==> src/rtl/register_file.sv <==
// MIPS general-purpose register file: 2**ADDR_WIDTH words, two combinational read
// ports, one synchronous write port, entry 0 hardwired to zero. Optional REGFILE_BYPASS_EN.
module register_file #(
    parameter int DATA_WIDTH = 32,
    parameter int ADDR_WIDTH = 5
) (
    input  logic                  clk,
    input  logic                  rst,
    input  logic [ADDR_WIDTH-1:0] read_reg1,
    input  logic [ADDR_WIDTH-1:0] read_reg2,
    input  logic [ADDR_WIDTH-1:0] write_reg,
    input  logic [DATA_WIDTH-1:0] write_data,
    input  logic                  reg_write,
    output logic [DATA_WIDTH-1:0] read_data1,
    output logic [DATA_WIDTH-1:0] read_data2
);
    localparam int DEPTH = 2 ** ADDR_WIDTH;

    logic [DATA_WIDTH-1:0] regs_q [DEPTH];
    logic                  wr_en;

    // Writes to index 0 are dropped here, so entry 0 only ever holds its reset value.
    assign wr_en = reg_write && !rst && (write_reg != '0);

    always_ff @(posedge clk) begin
        if (rst) begin
            for (int i = 0; i < DEPTH; i++) begin
                regs_q[i] <= '0;
            end
        end else if (wr_en) begin
            regs_q[write_reg] <= write_data;
        end
    end

    genvar gi;
    generate
        for (gi = 0; gi < 2; gi++) begin : g_rd
            logic [ADDR_WIDTH-1:0] idx;
            logic [DATA_WIDTH-1:0] data;

            assign idx = (gi == 0) ? read_reg1 : read_reg2;

            // Index 0 is forced to zero so the port is defined even before the first reset.
            always_comb begin
                data = '0;
                if (!rst && (idx != '0)) begin
                    data = regs_q[idx];
`ifdef REGFILE_BYPASS_EN
                    if (wr_en && (write_reg == idx)) begin
                        data = write_data;
                    end
`endif
                end
            end
        end
    endgenerate

    assign read_data1 = g_rd[0].data;
    assign read_data2 = g_rd[1].data;
endmodule

==> config.mk <==
export PLATFORM = sky130hd
export DESIGN_NAME = register_file
export DESIGN_NICKNAME = d
export VERILOG_FILES = /design/src/rtl/register_file.sv
export SDC_FILE = /design/constraint.sdc
export NUM_CORES = 2
export LEC_CHECK = 0
export ABC_AREA = 1
export BUFFER_PORTS_ARGS = -buffer_cell sky130_fd_sc_hd__buf_4
export CAP_MARGIN = 20
export CORE_MARGIN = 2
export CORE_UTILIZATION = 35
export CTS_BUF_LIST = sky130_fd_sc_hd__clkbuf_2
export DETAILED_ROUTE_END_ITERATION = 6
export HOLD_SLACK_MARGIN = 0.05
export PLACE_DENSITY_LB_ADDON = 0.08
export SYNTH_ARGS = -nofsm -noshare
export SYNTH_HDL_FRONTEND = slang
export SYNTH_SLANG_ARGS = --single-unit
==> constraint.sdc <==
create_clock -name clk -period 3.8 [get_ports clk]
set_clock_uncertainty 0.05 [all_clocks]
set_input_delay 0.38 -clock clk [delete_from_list [all_inputs] [get_ports clk]]
set_output_delay 0.38 -clock clk [all_outputs]
set_load 0.01 [all_outputs]
# Yosys cells after proc, flatten, opt, wreduce, memory -nomap -nowiden
# Memory sizes are Yosys's and may differ from the RTL's.
# Index checks and enable logic that the tools add are counted.
# op_classes
magnitude_cmp	0
add_sub_neg	0
n_div	0
multipliers	0
n_reduce_logical	9
n_eq_ne	0
bitwise	0
mux	10
n_shift	0
# ops
operator	count
two-way mux 32 bit	3
OR reduction 32 bit	1
nonzero test 5 bit	3
two-way mux 1 bit	6
two-way mux 5 bit	1
logical AND 1 bit	4
zero test 1 bit	1
# word_totals
regBits	0
latchBits	0
ramBits	1024
romBits	0
input_bits	50
mem_count	1
out_inout_bits	64
# mem_list
memory	words	word_bits	read_ports	rd_ports_with_merged_regs	wr	line_no	text
regs_q	32	32	2	0	32	19	logic [DATA_WIDTH-1:0] regs_q [DEPTH];

# Longest topological paths before layout
# logic_depth
depth_word	8
mapped_depth	12

# Worst setup path before layout
# OpenSTA, ideal clock, no wires.
# synth_timing
path_type	input to register
startpoint	in write_reg[3]
endpoint	mem regs_q[10][0], enable pin
path_buffers	1
path_slack_ns	1.352
cell_stages	11
required_time_ns	3.361
arrival_time_ns	2.009
path_cell_list	inv_1 > nand3_1 > inv_1 > nand2_1 > nand3_1 > inv_1 > nand3_1 > inv_1 > nand2_1 > buf_2 > nand2_1
# synth_rtl
item	line_no	text
start, declared	11	input logic [ADDR_WIDTH-1:0] write_reg,
end, declared	19	

# Worst setup path in the final report
# layout_timing
startpoint	in rst
endpoint	out read_data2[30]
# layout_via
elab_chain_cells	3
# layout_lines
item	line_no	text
start, declared	8	input logic rst,
zero test 1 bit	46	if (!rst && (idx != '0)) begin
logical AND 1 bit	46	
two-way mux 32 bit	46	
end, declared	15	output logic [DATA_WIDTH-1:0] read_data2
# No other way between the ends.

==> key figures <==
STA
  • Slew margin rel.: 0.2095
  • Worst-margin pin slew: between 1 and 1.5 ns
  • RSZ-0062 raised after global routing: yes
  • Slew Viols, Final: 0
  • Final Hold Vio Count: 0
  • Final Setup Violations: 0
  • Crit path time final: 3.659 ns
  • Period utilisation layout: 0.9630
  • Fmax: 0.2733 GHz
  • Final setup TNS: 0 ns
  • Setup ws final: 0.1406 ns

Cells and area
  • Flip-flop and latch area: 0.03075 sq mm
  • Final instance area: 0.06411 sq mm
  • Most common cell after layout, fill and taps aside: nand2_1
  • Layout cell share with drive strength beyond 1: 0.1398
  • Register with the most flip-flops: regs_q
  • Commonest non-fill, non-tap cells in the layout: nand2_1 (2112), nor2_1 (1594), edfxtp_1 (1024)
  • Fillers: 16229
  • Filler-free cell count of the finished design: 9636
  • Multi-input gate area: 0.02326 sq mm
  • Biggest registers after layout: regs_q (1024)
  • Area Growth Syn to Fin: 14.13%
  • Layout Nets: 7406
  • Largest register FFs: 1024

Critical path
  • Crit end category: output port
  • CP arrival: 3.23 ns
  • CP Max Fanout: 19
  • Worst path required time: 3.37 ns
  • Crit path kind: in2out
  • Launch point of the critical path: rst
  • CP Launch Type: input pin

Yosys
  • Cell variety after synth: 19
  • Register area share after synthesis: 0.5474
  • Synth Cell Area: ~0.056 sq mm
  • Area share of xor/xnor cells in the synthesized design: 0
  • Yosys reg bits: between 1000 and 1500
  • Synth warnings: 0
  • Synthesized-area fraction occupied by adder cells: 0
  • Post-Synthesis Cells: 7169
  • Synth Area in Compound Gates: 0.06139
  • Multiplexer area fraction after synthesis: 0
  • Simple-gate share of the synthesized area: 0.3327
  • Average cell area after synthesis: roughly 8 sq um
  • Largest family of logic cells by synthesized area: simple AND/OR/NAND/NOR gates

Drt
  • # DRC: 0
  • Pre-antenna DRT Iters: 6
  • Post-route ant nets: 0
  • Wire per inst: around 26 um
  • Via total after detailed routing: 53128
  • Initial DRC Count: 6527
  • Drt via density: 5.513
  • Routed WL: 253600 um

Run status
  • Outcome: completed

Clocking
  • Clk pin slew, worst setup/hold paths: 0.13 ns
  • Clk sinks: 1024
  • CTS tree: yes
  • CTS root buf: clkbuf_2
  • H-Tree Level Count: 5
  • Cts bufs inserted: 314
  • Clock Tree Buf Depth: 4

Place
  • I/O Buffers: 113
  • Cells after DPL: 9035
  • Pre-CTS setup slack: roughly 0.7 ns
  • GP Congestion: 0.8773
  • Cell Area, Placed: 0.05991 sq mm
  • Final HPWL DP: 145200 um

Floorplanning
  • Die width: 404.6 um
  • Core area: 0.1600 sq mm
  • Num ports: 114
  • Die height: 404.6 um
  • FP Rows: 147
  • Die area: around 0.16 sq mm
  • Starting Density: 0.3510

Pwr
  • VDD IR-drop max: ~0.00028 V
  • Tot Pwr: 25750 uW
  • Pwr Density: 401.6 mW/mm^2
  • Lkg Pwr: 0.02668 uW

GRT
  • Initial antenna violation count: 8
  • Total congestion overflow: 0
  • Largest net degree at the start of global routing: roughly 120
  • First-pass GRT wire length: between 300000 and 400000 um
  • Vias in the first global route: between 50000 and 60000
  • GRT Util Overall: 0.3065

Run
  • Max-cap violations: 0

Min path
  • Worst hold path startpoint: write_data[11]
  • Type of the worst min-delay path: in2reg
## timing repair
item                                   in CTS  in global routing
setup endpoints to repair                  56                 43
buffers inserted                            0                  2
pin swaps                                  24                 13
hold buffers                               89                  0
endpoints found under the hold margin    2016                  0
resized for setup                         168                 45
## worst paths after layout
check	end	cells past startpoint
setup / recovery	read_data2[30]	9
hold / removal	regs_q[19][11]$_SDFFCE_PN0P_	6
## power by group
| group | internal (uW) | switching (uW) |
|---|---|---|
| combinational | 1170 | 3050 |
| clock | 3050 | 5130 |
| sequential | 13000 | 316 |
| total | 17200 | 8500 |
## metrics by stage
stage,util,hold slack (ns)
global placement,0.3744,0.9641
global route,0.4006,0.1473
finish,0.4006,0.3096
floorplan,-,0.5690
CTS,0.3994,0.06233
detailed placement,0.3744,0.9744
## area by class of cell
cell class,instances,share of cell area
Timing Repair Buffer,451,0.06841
Sequential cell,1024,0.4796
Tap cell,2086,0.04071
Antenna cell,9,0.0003513
Multi-Input combinational cell,5401,0.3628
Inverter,164,0.01009
Clock inverter,59,0.003474
Clock buffer,442,0.03450
## cell families (layout without fill, tap and decap cells)
group	after synthesis	after routing
AO/OA/AOI/OAI	670	670
buffers and inverters	775	1116
other	1	41
AND/OR/NAND/NOR	4699	4699
flip-flops	1024	1024
## cells in the mapped netlist
cell type,count,area share
inv_2,3,0.00020
clkinv_1,3,0.00020
nand2_1,2200,0.15
conb_1,1,0.000067
edfxtp_1,1024,0.55
buf_2,262,0.023
buf_1,42,0.0028
buf_4,8,0.0011
nand3_1,831,0.074
nand4_1,1,0.00011
clkbuf_1,297,0.020
nor2_1,1660,0.11
nor3_1,7,0.00062
buf_6,2,0.00040
inv_1,158,0.011
a21oi_1,227,0.020
o21ai_0,382,0.034
o21ai_1,23,0.0020
o211ai_1,38,0.0051
## critical path, cell delays in order
cell and delay (ns):
dlygate4sd3_1 0.53, dlygate4sd3_1 0.57, buf_4 0.17, clkinv_1 0.12
buf_4 0.35, nand2_4 0.34, buf_4 0.35, a21oi_2 0.24
buf_4 0.17
## layer usage
layer | part of all wire | track usage | up-vias
li1 | - | - | 24000
met1 | 0.43 | 0.4283 | 25581
met2 | 0.44 | 0.4646 | 2995
met3 | 0.099 | 0.06044 | 548
met4 | 0.039 | 0.1241 | 4
met5 | 0.000063 | 0 | -
(Power assumes the default switching activity.)
